$ cat config.mk
export PLATFORM = sky130hd
export DESIGN_NAME = egm_hw_responder
export DESIGN_NICKNAME = d
export VERILOG_FILES = /design/src/rtl/egm_hw_responder.sv
export SDC_FILE = /design/constraint.sdc
export NUM_CORES = 1
export LEC_CHECK = 0
export ABC_CLOCK_PERIOD_IN_PS = 8300
export BUFFER_PORTS_ARGS = -buffer_cell sky130_fd_sc_hd__buf_2
export CAP_MARGIN = 20
export CORE_AREA = 2 2 88 73
export DETAILED_ROUTE_END_ITERATION = 8
export DIE_AREA = 0 0 90 75
export PLACE_DENSITY = 0.93
export SYNTH_ARGS = -nofsm -noshare
export SYNTH_HDL_FRONTEND = slang
export SYNTH_SLANG_ARGS = --single-unit
$ cat constraint.sdc
create_clock -name clkin_50 -period 8.3 [get_ports clkin_50]
set_input_delay 1.66 -clock clkin_50 [delete_from_list [all_inputs] [get_ports clkin_50]]
set_output_delay 1.66 -clock clkin_50 [all_outputs]
set_load 0.01 [all_outputs]
$ cat src/rtl/egm_hw_responder.sv
`default_nettype none
// ============================================================================
// Module  : egm_hw_responder
// Brief   : Hardware far-end responder for the EGM stimulus/response link.
//           Answers each accepted stimulus rising edge with a RESP_WIDTH-clock
//           response pulse after a programmable delay; counts handled/missed.
//           Optional rise-to-rise period statistics under macro EGM_STATS_EN.
// Revision: 1.0 - initial release
// ============================================================================
module egm_hw_responder #(
    parameter int RESP_WIDTH = 4,
    parameter int CNT_W      = 16,
    parameter int PER_W      = 24
) (
    input  logic             clkin_50,
    input  logic             rst_n,
    input  logic             enable,
    input  logic             stimulus,
    input  logic [15:0]      resp_delay,
    input  logic             clear_counts,
    output logic             response,
    output logic             busy,
    output logic [CNT_W-1:0] pulse_count,
    output logic [CNT_W-1:0] miss_count
`ifdef EGM_STATS_EN
    ,
    output logic [PER_W-1:0] stim_period,
    output logic [PER_W-1:0] stim_period_max,
    output logic             period_valid
`endif
);

    localparam int c_pw_w = (RESP_WIDTH > 1) ? $clog2(RESP_WIDTH) : 1;
    localparam logic [c_pw_w-1:0] c_pw_last = c_pw_w'(RESP_WIDTH - 1);

    generate
        if (RESP_WIDTH < 1 || CNT_W < 1 || PER_W < 1) begin : g_param_check
            $error("egm_hw_responder: RESP_WIDTH, CNT_W and PER_W must be >= 1");
        end
    endgenerate

    typedef enum logic [1:0] {
        ST_IDLE  = 2'd0,
        ST_WAIT  = 2'd1,
        ST_PULSE = 2'd2
    } state_t;

    state_t            r_state;
    logic              r_s1, r_s2, r_s3;
    logic [15:0]       r_wait_cnt;
    logic [c_pw_w-1:0] r_pulse_cnt;
    logic              w_rise;
    logic              w_accept;
    logic              w_miss;

    // Synchronisers reset high so a stimulus held high through reset is no edge
    always_ff @(posedge clkin_50 or negedge rst_n) begin
        if (!rst_n) begin
            r_s1 <= 1'b1;
            r_s2 <= 1'b1;
            r_s3 <= 1'b1;
        end else begin
            r_s1 <= stimulus;
            r_s2 <= r_s1;
            r_s3 <= r_s2;
        end
    end

    assign w_rise   = r_s2 & ~r_s3;
    assign w_accept = w_rise & enable & (r_state == ST_IDLE);
    assign w_miss   = w_rise & ~w_accept;

    always_ff @(posedge clkin_50 or negedge rst_n) begin
        if (!rst_n) begin
            r_state     <= ST_IDLE;
            response    <= 1'b0;
            busy        <= 1'b0;
            r_wait_cnt  <= 16'd0;
            r_pulse_cnt <= '0;
        end else begin
            case (r_state)
                ST_IDLE: begin
                    if (w_accept) begin
                        busy <= 1'b1;
                        if (resp_delay == 16'd0) begin
                            r_state     <= ST_PULSE;
                            response    <= 1'b1;
                            r_pulse_cnt <= c_pw_last;
                        end else begin
                            r_state    <= ST_WAIT;
                            r_wait_cnt <= resp_delay - 16'd1;
                        end
                    end
                end
                ST_WAIT: begin
                    if (!enable) begin
                        r_state <= ST_IDLE;
                        busy    <= 1'b0;
                    end else if (r_wait_cnt == 16'd0) begin
                        r_state     <= ST_PULSE;
                        response    <= 1'b1;
                        r_pulse_cnt <= c_pw_last;
                    end else begin
                        r_wait_cnt <= r_wait_cnt - 16'd1;
                    end
                end
                ST_PULSE: begin
                    if (!enable || r_pulse_cnt == '0) begin
                        r_state  <= ST_IDLE;
                        response <= 1'b0;
                        busy     <= 1'b0;
                    end else begin
                        r_pulse_cnt <= r_pulse_cnt - c_pw_w'(1);
                    end
                end
                default: begin
                    r_state  <= ST_IDLE;
                    response <= 1'b0;
                    busy     <= 1'b0;
                end
            endcase
        end
    end

    // Saturating counters; a clear beats any increment in the same cycle
    always_ff @(posedge clkin_50 or negedge rst_n) begin
        if (!rst_n) begin
            pulse_count <= '0;
            miss_count  <= '0;
        end else if (clear_counts) begin
            pulse_count <= '0;
            miss_count  <= '0;
        end else begin
            if (w_accept && pulse_count != '1) begin
                pulse_count <= pulse_count + CNT_W'(1);
            end
            if (w_miss && miss_count != '1) begin
                miss_count <= miss_count + CNT_W'(1);
            end
        end
    end

`ifdef EGM_STATS_EN
    logic [PER_W-1:0] r_per_cnt;
    logic             r_seen_rise;

    // Interval counter restarts at 1 on every rise, so at the next rise it holds the distance
    always_ff @(posedge clkin_50 or negedge rst_n) begin
        if (!rst_n) begin
            r_per_cnt       <= '0;
            r_seen_rise     <= 1'b0;
            stim_period     <= '0;
            stim_period_max <= '0;
            period_valid    <= 1'b0;
        end else begin
            period_valid <= 1'b0;
            if (w_rise) begin
                r_per_cnt <= PER_W'(1);
            end else if (r_per_cnt != '1) begin
                r_per_cnt <= r_per_cnt + PER_W'(1);
            end
            if (clear_counts) begin
                r_seen_rise     <= 1'b0;
                stim_period     <= '0;
                stim_period_max <= '0;
            end else if (w_rise) begin
                r_seen_rise <= 1'b1;
                if (r_seen_rise) begin
                    stim_period  <= r_per_cnt;
                    period_valid <= 1'b1;
                    if (r_per_cnt > stim_period_max) begin
                        stim_period_max <= r_per_cnt;
                    end
                end
            end
        end
    end
`endif

endmodule
`default_nettype wire

==> PnR_summary.wiki, run 1 <==
{| class="wikitable"
! Metric !! Value
|-
| Final design area excluding fillers || about 4000 sq um
|-
| Summed instance area of the synthesized netlist || 3530 sq um
|-
| Flip-flop and latch count after synthesis || between 50 and 60
|-
| Fraction of the mapped netlist area in compound gates || 0.176
|-
| Shortest period the worst path allows || 3.35 ns
|-
| Placed wire-length estimate || 6050 um
|-
| Number of inserted filler cells in the final layout || around 470
|-
| Peak Freq || 0.298 GHz
|-
| Worst Min Path Start || r_s1
|-
| Area added between synthesis and finish || 14.1%
|-
| Setup clock skew after layout || 0.00674 ns
|-
| Average wire per cell in the routed design || 17.1 um
|-
| Maxcap violations || 0
|-
| Number of DRC violations after detailed routing || 0
|-
| Detail-routed via count per cell || about 6.4
|-
| Endpoints failing setup || 0
|-
| Vias in the first global route || around 3300
|-
| Average instance area after synthesis || 9.15 sq um
|-
| Cell row count || 25
|-
| Synth async-reset ratio || 1.00
|-
| Clock transition time at the flip-flop clock pins of the worst setup and hold paths || 0.07 ns
|-
| DIE AREA || between 6000 and 7000 sq um
|-
| DRT iter0 DRCs || approximately 300
|-
| Multiplexer area fraction after synthesis || 0.0269
|-
| TritonCTS Buffers || 9
|-
| PD cells || a little over 200 nW/um^2
|-
| Combinational family with the most area after synthesis || simple AND/OR/NAND/NOR gates
|-
| Leakage component of the power || approximately 1.7 nW
|-
| Final Power || 0.000824 W
|-
| Slew headroom || 0.289
|-
| Initial Util || 0.607
|-
| CTS-repair resized insts || 0
|-
| DR vias || about 3300
|-
| Part of the cycle the worst path needs || 0.404
|-
| Synth top area share || 0.383
|-
| Post-Synth XOR/XNOR Area || 0.0744
|-
| Critical register-to-register path startpoint || r_state[0]
|-
| Top-level I/O count || 55
|-
| Post-route worst hold slack || roughly 0.36 ns
|-
| # diodes || 0
|-
| Area of the core region || 5820 sq um
|-
| Number of input and output port buffers inserted || between 50 and 60
|-
| Hold Vio Cnt, Final || 0
|-
| Largest net degree at the start of global routing || slightly below 60
|-
| Critical path origin || resp_delay[6]
|-
| Initial antenna violation count || 0
|-
| Synthesized netlist cell count || between 300 and 400
|-
| Clock tree from TritonCTS || done
|-
| Dominant cells by area after synthesis || sky130_fd_sc_hd__dfrtp_1 38%, sky130_fd_sc_hd__nor2_1 6.2%, sky130_fd_sc_hd__xor2_1 4.7%, sky130_fd_sc_hd__nand4_1 2.8%, sky130_fd_sc_hd__nand2_1 2.8%
|-
| Antenna-violating nets left || 0
|-
| Biggest fanout along the worst timing path || 22
|-
| Post-cts hold buffer count || 0
|-
| Net total in the final layout || 460
|-
| Min-delay worst type || flop to flop
|-
| Routability-driven placement congestion ratio || 0.903
|-
| Global routing usage summed across all routing layers || 0.282
|-
| GRT overflow || 0
|-
| Final wirelength || around 8900 um
|-
| Global-route wire length before repair || approximately 15000 um
|-
| Max VDD drop || 116 uV
|-
| Count of clock tree sinks || 57
|-
| H-tree lvl count || 3
|-
| Sum of negative setup slack || 0 ns
|-
| Post-CTS setup buffer count || 0
|-
| Setup repair after global routing missed its margin || false
|-
| Number of buffers on the longest clock path || 2
|-
| Area fraction in and, or, nand and nor cells after synthesis || 0.268
|-
| Number of placed cells counting well taps || ~500
|-
| Synth cell count leaders || 58 x sky130_fd_sc_hd__nor2_1, 54 x sky130_fd_sc_hd__dfrtp_1, 26 x sky130_fd_sc_hd__nand2_1, 19 x sky130_fd_sc_hd__xor2_1, 18 x sky130_fd_sc_hd__o21ai_0
|-
| Non-filler instance count after layout || between 500 and 600
|-
| Worst path required time || 8.54 ns
|-
| Dominant cell by count in the synthesized netlist || sky130_fd_sc_hd__nor2_1
|-
| Vertical extent of the die || ~75 um
|-
| Status || complete, no violations
|-
| FF/Latch Area || 1430 sq um
|-
| Multi-input gate area || 1980 sq um
|-
| Fraction of final layout cells with drive strength greater than 1 || 0.220
|-
| Capturing element type of the critical path || flop
|-
| Total number of yosys warnings || 0
|-
| Largest area contributor in the netlist || sky130_fd_sc_hd__dfrtp_1
|-
| Worst-skew pair later-pin latency || 0.35 ns
|-
| Type of the worst setup path || primary input to flop
|-
| Worst-margin pin slew || 1.07 ns
|-
| Ys flop type || sky130_fd_sc_hd__dfrtp_1
|-
| Number of enable flip-flop cells after synthesis || 0
|-
| Post-synthesis net count || 411
|-
| Seq/Total Area, Yosys || 0.405
|-
| Die Wd || roughly 90 um
|-
| Total cell area at the placement stage || around 3800 sq um
|-
| Arr. time, crit path || 3.59 ns
|-
| Post-Synth Adder-Cell Area || 0.0142
|-
| Pre-Repair DR Iteration Count || 5
|-
| Max Slew Vio Count || 0
|-
| Yosys cell types || 65
|-
| Startpoint types || primary input
|-
| CTS root buffer || sky130_fd_sc_hd__clkbuf_8
|}
## layout by cell type, fill, tap and decap left out, drive strengths merged, types with 11 or more instances in the layout
cell	instances
nand2	26
o21ai	19
dfrtp	54
buf	56
xor2	19
a21oi	14
xnor2	11
nand3	15
nor3	11
nor2	58
inv	12
nand4	16
## cell type report
class | instances | area share
inverter | 11 | 0.0102
clock buffer | 9 | 0.0307
multi-input combinational | 300 | 0.491
sequential | 57 | 0.355
timing repair buffer | 56 | 0.0708
clock inverter | 7 | 0.0174
tap | 81 | 0.0252
## per-stage QoR
stage,setup WS [ns],utilization
finish,4.95,0.692
global route,4.77,0.692
CTS,4.97,0.692
detailed placement,4.59,0.659
global placement,4.73,0.659
floorplan,4.99,-
## final timing paths
kind,endpoint,slack (ns),depth (start not counted)
max in group asynchronous,r_wait_cnt[6],6.36,2
worst min register to register,r_s2,0.36,0
worst min-delay path,r_s2,0.36,0
worst max-delay path,r_wait_cnt[10],4.95,7
worst max register to register,r_wait_cnt[12],5.25,10
min in group asynchronous,r_pulse_cnt[0],1.46,2
## metal layers
layer  global-route usage  up-vias  wire (um)
met4               0.0940        0        147
li1                     -     1518          -
met3               0.0911       24        823
met5                    0        -          0
met1                0.354     1617       3760
met2                0.474      177       4180
## worst max-delay path, cell delays in order
cell and delay, ns:
sky130_fd_sc_hd__buf_2 0.12, sky130_fd_sc_hd__nor4_2 0.51, sky130_fd_sc_hd__nand4_1 0.33, sky130_fd_sc_hd__a21oi_4 0.34
sky130_fd_sc_hd__inv_2 0.23, sky130_fd_sc_hd__o32a_1 0.23, sky130_fd_sc_hd__and3_1 0.17
## power by group
part           total [W]  internal, W  switching (W)  leakage, nW
clock network   0.000260     0.000138       0.000122       0.0994
registers       0.000396     0.000320      0.0000755        0.731
logic           0.000168    0.0000724      0.0000958        0.883
total           0.000824     0.000531       0.000293         1.71
## state kept, by name, indices dropped and copies added, names as in the netlist
| signal | flops |
|---|---|
| miss_count | 16 |
| r_s3 | 1 |
| r_s2 | 1 |
| r_wait_cnt | 16 |
| pulse_count | 16 |
| busy | 1 |
| r_s1 | 1 |
| r_state | 2 |
| response | 1 |
| r_pulse_cnt | 2 |
## kinds of logic (layout without fill, tap and decap cells)
kind of cell | count (synthesis) | count (layout)
flops | 57 | 57
simple gates | 176 | 176
xor+xnor | 30 | 30
fa+ha+maj | 4 | 4
buf+inv | 29 | 83
compound gates | 81 | 81
mux | 9 | 9
(Power assumes the default switching activity.)
==> inputs of run 2 (changes only) <==
==> config.mk (replaced) <==
export PLATFORM = sky130hd
export DESIGN_NAME = egm_hw_responder
export DESIGN_NICKNAME = d
export VERILOG_FILES = /design/src/rtl/egm_hw_responder.sv
export SDC_FILE = /design/constraint.sdc
export NUM_CORES = 1
export LEC_CHECK = 0
export ABC_AREA = 1
export ABC_CLOCK_PERIOD_IN_PS = 2850
export BUFFER_PORTS_ARGS = -buffer_cell sky130_fd_sc_hd__buf_2
export CAP_MARGIN = 20
export CORE_AREA = 2 2 100 83
export DETAILED_ROUTE_END_ITERATION = 8
export DIE_AREA = 0 0 102 85
export PLACE_DENSITY = 0.84
export SYNTH_ARGS = -nofsm -noshare
export SYNTH_HDL_FRONTEND = slang
export SYNTH_SLANG_ARGS = --single-unit
==> constraint.sdc (replaced) <==
create_clock -name clkin_50 -period 2.85 [get_ports clkin_50]
set_input_delay 0.57 -clock clkin_50 [delete_from_list [all_inputs] [get_ports clkin_50]]
set_output_delay 0.57 -clock clkin_50 [all_outputs]
set_load 0.01 [all_outputs]
==> PnR_summary.wiki, run 2 <==
{| class="wikitable"
! Metric !! Value
|-
| Post-Synth XOR/XNOR Area || 0.0408 (-0.0336)
|-
| Seq/Total Area, Yosys || 0.370 (-0.0349)
|-
| Die Wd || 102 um (+13%)
|-
| Routability-driven placement congestion ratio || 0.991 (+9.7%)
|-
| Number of input and output port buffers inserted || 54 (unchanged)
|-
| Final wirelength || 9680 um (+8.7%)
|-
| Worst-skew pair later-pin latency || 0.35 ns (about the same)
|-
| Worst-case reg-to-reg path depth || 10 (unchanged)
|-
| Area added between synthesis and finish || 14.4%
|-
| Initial Util || 0.502 (-0.105)
|-
| Post-cts hold buffer count || 0 (unchanged)
|-
| Combinational family with the most area after synthesis || simple AND/OR/NAND/NOR gates
|-
| Synthesized netlist cell count || 576 (+49%)
|-
| Type of the worst setup path || flop to flop
|-
| Total number of yosys warnings || 0 (unchanged)
|-
| Part of the cycle the worst path needs || 0.789
|-
| Pre-Repair DR Iteration Count || 4 (-1)
|-
| Max VDD drop || 313 uV (+170%)
|-
| Synth top area share || 0.350 (-0.0329)
|-
| Multiplexer area fraction after synthesis || 0 (-0.0269)
|-
| Fraction of the mapped netlist area in compound gates || 0.0557 (-0.120)
|-
| Fraction of final layout cells with drive strength greater than 1 || 0.163 (-0.0580)
|-
| Placed wire-length estimate || 7070 um (+17%)
|-
| Number of DRC violations after detailed routing || 0 (unchanged)
|-
| CTS root buffer || sky130_fd_sc_hd__clkbuf_8
|-
| DR vias || 3927 (+18%)
|-
| DIE AREA || 8670 sq um (+28%)
|-
| GRT overflow || 0 (unchanged)
|-
| Leakage component of the power || 2.28 nW (+33%)
|-
| Flip-flop and latch count after synthesis || 57 (unchanged)
|-
| CTS-repair resized insts || 0 (unchanged)
|-
| Post-CTS setup buffer count || 0 (unchanged)
|-
| Area fraction in and, or, nand and nor cells after synthesis || 0.430 (+0.162)
|-
| Initial antenna violation count || 0 (unchanged)
|-
| Area of the core region || 7690 sq um (+32%)
|-
| Min-delay worst type || primary input to async pin
|-
| # diodes || 0 (unchanged)
|-
| TritonCTS Buffers || 9 (unchanged)
|-
| Antenna-violating nets left || 0 (unchanged)
|-
| Slew headroom || 0.697 (+0.408)
|-
| Shortest period the worst path allows || 2.25 ns
|-
| Critical path endpoint || r_wait_cnt[8]
|-
| Global-route wire length before repair || 16800 um (+11%)
|-
| Number of buffers on the longest clock path || 2 (unchanged)
|-
| Hold Vio Cnt, Final || 0 (unchanged)
|-
| Largest registers || miss_count (16), pulse_count (16), r_wait_cnt (16)
|-
| Number of inserted filler cells in the final layout || 715 (+51%)
|-
| Capturing element type of the critical path || flop
|-
| Final design area excluding fillers || 4420 sq um (+9.8%)
|-
| Synth cell count leaders || 196 x sky130_fd_sc_hd__nand2_1, 65 x sky130_fd_sc_hd__nor2_1, 63 x sky130_fd_sc_hd__inv_1, 57 x sky130_fd_sc_hd__nand3_1, 54 x sky130_fd_sc_hd__dfrtp_1
|-
| Average wire per cell in the routed design || 12.9 um (-24%)
|-
| Detail-routed via count per cell || 5.25 (-18%)
|-
| Synth async-reset ratio || 1.00 (unchanged)
|-
| Peak Freq || 0.445 GHz
|-
| Average instance area after synthesis || 6.71 sq um (-27%)
|-
| R2r setup slk || 0.60 ns (-4.65 ns)
|-
| PD cells || 589 nW/um^2 (+190%)
|-
| Cell row count || 29 (+16%)
|-
| Setup repair after global routing missed its margin || false
|-
| Worst path required time || 3.09 ns (-5.45 ns)
|-
| Total cell area at the placement stage || 4240 sq um (+10%)
|-
| Clock transition time at the flip-flop clock pins of the worst setup and hold paths || 0.07 ns (about the same)
|-
| Global routing usage summed across all routing layers || 0.239 (-0.0432)
|-
| Startpoint types || flop
|-
| Top-level I/O count || 55 (unchanged)
|-
| Final Power || 0.00260 W (+220%)
|-
| Most common cell after layout, fill and taps aside || sky130_fd_sc_hd__nand2_1
|-
| Net total in the final layout || 660 (+43%)
|-
| Post-Synth Adder-Cell Area || 0.0129 (-0.00122)
|-
| Setup clock skew after layout || 0.0122 ns (+0.00546 ns)
|-
| Maxcap violations || 0 (unchanged)
|-
| DRT iter0 DRCs || 255 (-15%)
|-
| Clock tree from TritonCTS || done
|-
| Dominant cells by area after synthesis || sky130_fd_sc_hd__dfrtp_1 35%, sky130_fd_sc_hd__nand2_1 19%, sky130_fd_sc_hd__nand3_1 7.4%, sky130_fd_sc_hd__nor2_1 6.3%, sky130_fd_sc_hd__inv_1 6.1%
|-
| Max Slew Vio Count || 0 (unchanged)
|-
| Post-route worst hold slack || 0.0926 ns (-0.270 ns)
|-
| Number of enable flip-flop cells after synthesis || 0 (unchanged)
|-
| Count of clock tree sinks || 57 (unchanged)
|-
| Ys flop type || sky130_fd_sc_hd__dfrtp_1
|-
| Sum of negative setup slack || 0 ns (unchanged)
|-
| Status || complete, no violations
|-
| Vertical extent of the die || 85 um (+13%)
|-
| Yosys cell types || 31 (-52%)
|-
| Critical register-to-register path startpoint || r_state[1]
|-
| Arr. time, crit path || 2.49 ns (-1.10 ns)
|-
| Largest net degree at the start of global routing || 25 (-57%)
|-
| H-tree lvl count || 3 (unchanged)
|-
| Post-synthesis net count || 601 (+46%)
|-
| Vias in the first global route || 3738 (+14%)
|-
| Summed instance area of the synthesized netlist || 3860 sq um (+9.4%)
|-
| RR Endpoint || r_wait_cnt[8]
|-
| Dominant cell by count in the synthesized netlist || sky130_fd_sc_hd__nand2_1
|-
| Critical path origin || r_state[1]
|-
| Largest area contributor in the netlist || sky130_fd_sc_hd__dfrtp_1
|-
| Worst-margin pin slew || 0.451 ns (-0.615 ns)
|-
| Endpoints failing setup || 0 (unchanged)
|-
| Most frequent cells in the layout || 196 x sky130_fd_sc_hd__nand2_1, 65 x sky130_fd_sc_hd__nor2_1, 63 x sky130_fd_sc_hd__inv_1
|-
| Biggest fanout along the worst timing path || 22 (unchanged)
|-
| Final design utilization || 0.575 (-0.118)
|}
-- run 2: critical path, stage by stage, from the launching register on --
cell,delay [ns]
sky130_fd_sc_hd__dfrtp_1,0.45
sky130_fd_sc_hd__inv_2,0.33
sky130_fd_sc_hd__nand2_4,0.22
sky130_fd_sc_hd__o21ai_2,0.27
sky130_fd_sc_hd__ha_1,0.24
sky130_fd_sc_hd__nand2_2,0.12
sky130_fd_sc_hd__nor2_2,0.17
sky130_fd_sc_hd__nand2_1,0.08
sky130_fd_sc_hd__xor2_1,0.15
sky130_fd_sc_hd__nand2_1,0.05
sky130_fd_sc_hd__nand2_1,0.05
-- run 2: metal layers --
| layer | wire length, um | GRT usage |
|---|---|---|
| met1 | 4520 | 0.334 |
| met4 | 131 | 0.0727 |
| met2 | 4340 | 0.367 |
| met5 | 0 | 0 |
| met3 | 692 | 0.0577 |
-- run 2: per-stage QoR --
stage               instances  setup slack [ns]
floorplan                 576              1.15
global placement          732             0.746
detailed placement        732             0.670
CTS                       748             0.653
global route              748             0.436
finish                    748             0.601
-- run 2: final cells by class --
class	count	area [sq um]	share of cell area
Sequential cell	57	1430	0.323
Clock buffer	9	124	0.0280
Tap cell	108	135	0.0306
Multi-Input combinational cell	437	2090	0.472
Inverter	68	255	0.0577
Timing Repair Buffer	62	330	0.0747
Clock inverter	7	61.3	0.0139
-- run 2: worst min path at each step --
stage	to	depth (start not counted)
3_5_place_dp	r_s2	0
5_1_grt	r_wait_cnt[4]	1
6_report	r_wait_cnt[6]	1
4_1_cts	r_wait_cnt[4]	1
2_1_floorplan	busy	0
3_3_place_gp	r_s2	0
-- run 2: kinds of logic after synthesis --
family / after synthesis
and+or+nand+nor: 376
AOI/OAI and AO/OA: 39
adders and majority gates: 4
xor gates and xnor gates: 18
DFF: 57
buffers and inverters: 82
-- run 2: power by group --
group	switching [W]	internal, W	leakage (nW)
clock network	0.000386	0.000331	0.0888
logic	0.000548	0.000255	1.44
registers	0.000123	0.000962	0.750
==> inputs of run 3 (changes only) <==
--- a/config.mk
+++ b/config.mk
@@ -6,13 +6,13 @@
 export NUM_CORES = 1
 export LEC_CHECK = 0
 export ABC_AREA = 1
-export ABC_CLOCK_PERIOD_IN_PS = 2850
+export ABC_CLOCK_PERIOD_IN_PS = 2100
 export BUFFER_PORTS_ARGS = -buffer_cell sky130_fd_sc_hd__buf_2
 export CAP_MARGIN = 20
-export CORE_AREA = 2 2 100 83
+export CORE_AREA = 2 2 95 79
 export DETAILED_ROUTE_END_ITERATION = 8
-export DIE_AREA = 0 0 102 85
-export PLACE_DENSITY = 0.84
+export DIE_AREA = 0 0 97 81
+export PLACE_DENSITY = 0.87
 export SYNTH_ARGS = -nofsm -noshare
 export SYNTH_HDL_FRONTEND = slang
 export SYNTH_SLANG_ARGS = --single-unit
==> constraint.sdc (replaced) <==
create_clock -name clkin_50 -period 2.1 [get_ports clkin_50]
set_input_delay 0.42 -clock clkin_50 [delete_from_list [all_inputs] [get_ports clkin_50]]
set_output_delay 0.42 -clock clkin_50 [all_outputs]
set_load 0.01 [all_outputs]
==> PnR_summary.wiki, run 3 (synthesis results as in run 2) <==
{| class="wikitable"
! Metric !! Value
|-
| Worst-case reg-to-reg path depth || 9 (-1)
|-
| Clock tree from TritonCTS || done
|-
| Most frequent cells in the layout || 195 x sky130_fd_sc_hd__nand2_1, 65 x sky130_fd_sc_hd__nor2_1, 63 x sky130_fd_sc_hd__inv_1
|-
| Top-level I/O count || 55 (unchanged)
|-
| Share of total power consumed by net switching || 0.367 (-0.0382)
|-
| Post-CTS setup buffer count || 0 (unchanged)
|-
| DRT iter0 DRCs || 193 (-24%)
|-
| Worst path cell trace || ha_1 -> nand3_1 -> nor3_2 -> nand3_1 -> nand2_1 -> nand2_1 -> clkinv_1 -> nand2_1 -> nand2_1
|-
| Critical register-to-register path startpoint || pulse_count[1]
|-
| Pre-Repair DR Iteration Count || 5 (+1)
|-
| Average wire per cell in the routed design || 13.4 um (+3.4%)
|-
| Number of input and output port buffers inserted || 54 (unchanged)
|-
| RR Endpoint || pulse_count[13]
|-
| CP most frequent cell || sky130_fd_sc_hd__nand2_1
|-
| Total cell area at the placement stage || 4240 sq um (+0.12%)
|-
| Global-route wire length before repair || 16600 um (-0.79%)
|-
| Part of the cycle the worst path needs || 0.895 (+0.106)
|-
| Number of buffers on the longest clock path || 2 (unchanged)
|-
| Endpoints failing setup || 0 (unchanged)
|-
| Area of the core region || 7040 sq um (-8.5%)
|-
| Vertical extent of the die || 81 um (-4.7%)
|-
| R2r setup slk || 0.22 ns (-0.38 ns)
|-
| Net total in the final layout || 662 (+0.30%)
|-
| Max Slew Vio Count || 0 (unchanged)
|-
| Placed wire-length estimate || 7090 um (+0.31%)
|-
| Peak Freq || 0.532 GHz (+20%)
|-
| Startpoint types || flop
|-
| Status || complete, no violations
|-
| Clock transition time at the flip-flop clock pins of the worst setup and hold paths || 0.07 ns (about the same)
|-
| DIE AREA || 7860 sq um (-9.4%)
|-
| Slew headroom || 0.619 (-0.0781)
|-
| Routability-driven placement congestion ratio || 0.948 (-4.3%)
|-
| Min-delay worst type || primary input to async pin
|-
| Largest stage delay on the critical path || 0.41 ns (-0.04 ns)
|-
| Setup slack after layout || 0.220 ns (-0.381 ns)
|-
| Final design area excluding fillers || 4470 sq um (+1.2%)
|-
| Sum of negative setup slack || 0 ns (unchanged)
|-
| Relative contribution of sequential cells to total power || 0.392 (-0.025)
|-
| Worst-skew pair later-pin latency || 0.34 ns (about the same)
|-
| Cell row count || 28 (-3.4%)
|-
| Vias in the first global route || 3726 (-0.32%)
|-
| TritonCTS Buffers || 9 (unchanged)
|-
| Initial Util || 0.549 (+0.0464)
|-
| H-tree lvl count || 3 (unchanged)
|-
| Internal Pwr Total || 0.00237 W (+53%)
|-
| Setup clock skew after layout || 0.0128 ns (+0.000587 ns)
|-
| Net Switching || 0.00138 W (+30%)
|-
| Biggest fanout along the worst timing path || 10 (-55%)
|-
| Arr. time, crit path || 2.11 ns (-0.38 ns)
|-
| Non-filler instance count after layout || 732 (-2.1%)
|-
| Shortest period the worst path allows || 1.88 ns (-0.369 ns)
|-
| Global routing usage summed across all routing layers || 0.262 (+0.0230)
|-
| Final wirelength || 9800 um (+1.2%)
|-
| Largest registers || miss_count (16), pulse_count (16), r_wait_cnt (16)
|-
| Worst-margin pin slew || 0.567 ns (+0.116 ns)
|-
| Max VDD drop || 531 uV (+70%)
|-
| Post-cts hold buffer count || 0 (unchanged)
|-
| Leakage component of the power || 2.32 nW (+1.7%)
|-
| Die Wd || 97 um (-4.9%)
|-
| Area added between synthesis and finish || 15.7%
|-
| Critical path origin || pulse_count[1]
|-
| PD cells || 839 nW/um^2 (+42%)
|-
| Count of clock tree sinks || 57 (unchanged)
|-
| Antenna-violating nets left || 0 (unchanged)
|-
| Most common cell after layout, fill and taps aside || sky130_fd_sc_hd__nand2_1
|-
| Capturing element type of the critical path || flop
|-
| CTS root buffer || sky130_fd_sc_hd__clkbuf_8
|-
| GRT overflow || 0 (unchanged)
|-
| Maxcap violations || 0 (unchanged)
|-
| Initial antenna violation count || 0 (unchanged)
|-
| Critical-path top delay cell || sky130_fd_sc_hd__dfrtp_1
|-
| Number of DRC violations after detailed routing || 0 (unchanged)
|-
| Setup repair after global routing missed its margin || false
|-
| Post-Place Worst Slack || 0.184 ns (-0.486 ns)
|-
| # diodes || 0 (unchanged)
|-
| Fraction of final layout cells with drive strength greater than 1 || 0.168 (+0.00572)
|-
| Type of the worst setup path || flop to flop
|-
| DR vias || 3899 (-0.71%)
|-
| CTS-repair resized insts || 0 (unchanged)
|-
| Worst path required time || 2.33 ns (-0.76 ns)
|-
| Detail-routed via count per cell || 5.33 (+1.5%)
|-
| Largest net degree at the start of global routing || 39 (+56%)
|-
| Combinational group share of total power || 0.300 (-0.008)
|-
| Hold Vio Cnt, Final || 0 (unchanged)
|-
| Number of placed cells counting well taps || 716 (-2.2%)
|-
| Clock network fraction of design power || 0.308 (+0.033)
|}
==> run 3: cell types whose count changed in the layout (fill, tap and decap cells not counted), sizes merged <==
| cell | delta |
|---|---|
| buf | +2 |
| bufinv | +2 |
| clkbuf | +2 |
| clkinvlp | -1 |
| clkinv | +1 |
| inv | -4 |
==> run 3: layout make-up <==
| type | instances | area (sq um) |
|---|---|---|
| fill | 622 | 2570 |
| inverter | 68 | 259 |
| sequential | 57 | 1430 |
| multi-input combinational | 437 | 2090 |
| timing repair buffer | 64 | 358 |
| clock inverter | 5 | 78.8 |
| clock buffer | 11 | 141 |
| tap | 90 | 113 |
==> run 3: how the worst max path moves through the flow <==
stage | slack, ns | endpoint | cells after the start
4_1_cts | 0.18 | miss_count[13] | 12
2_1_floorplan | 0.40 | miss_count[4] | 11
3_5_place_dp | 0.18 | miss_count[13] | 12
3_3_place_gp | 0.27 | pulse_count[0] | 9
6_report | 0.22 | pulse_count[13] | 9
5_1_grt | 0.02 | pulse_count[3] | 9
==> run 3: critical path, delay by kind of cell, from the launching register on <==
kind,cells,cell delay [ns]
adder cells (fa/ha/maj),1,0.22
buffers and inverters,1,0.32
flip-flops,1,0.41
AND/OR/NAND/NOR,7,0.82
==> run 3: power by group through the flow <==
stage | Clock (W) | Combinational, W | Sequential, W
after detailed placement | 0 | 0.00111 | 0.00148
final | 0.00116 | 0.00113 | 0.00147
after global placement | 0 | 0.00107 | 0.00148
after global routing | 0.00122 | 0.00129 | 0.00149
after CTS | 0.00117 | 0.00111 | 0.00146
after floorplan | 0 | 0.000832 | 0.00145
==> run 3: metal layers <==
layer,track usage,wire length (um),up-vias
li1,-,-,1961
met1,0.330,4310,1765
met2,0.448,4640,158
met3,0.0749,760,15
met4,0.0704,89,0
met5,0,0,-
==> run 3: stage by stage <==
step                      utilization  hold slack (ns)  total power [W]
after floorplan                     -            0.124          0.00228
after global placement          0.602            0.347          0.00254
after detailed placement        0.602            0.355          0.00259
after CTS                       0.634           0.0525          0.00375
after global routing            0.635           0.0694          0.00401
final                           0.635           0.0504          0.00375
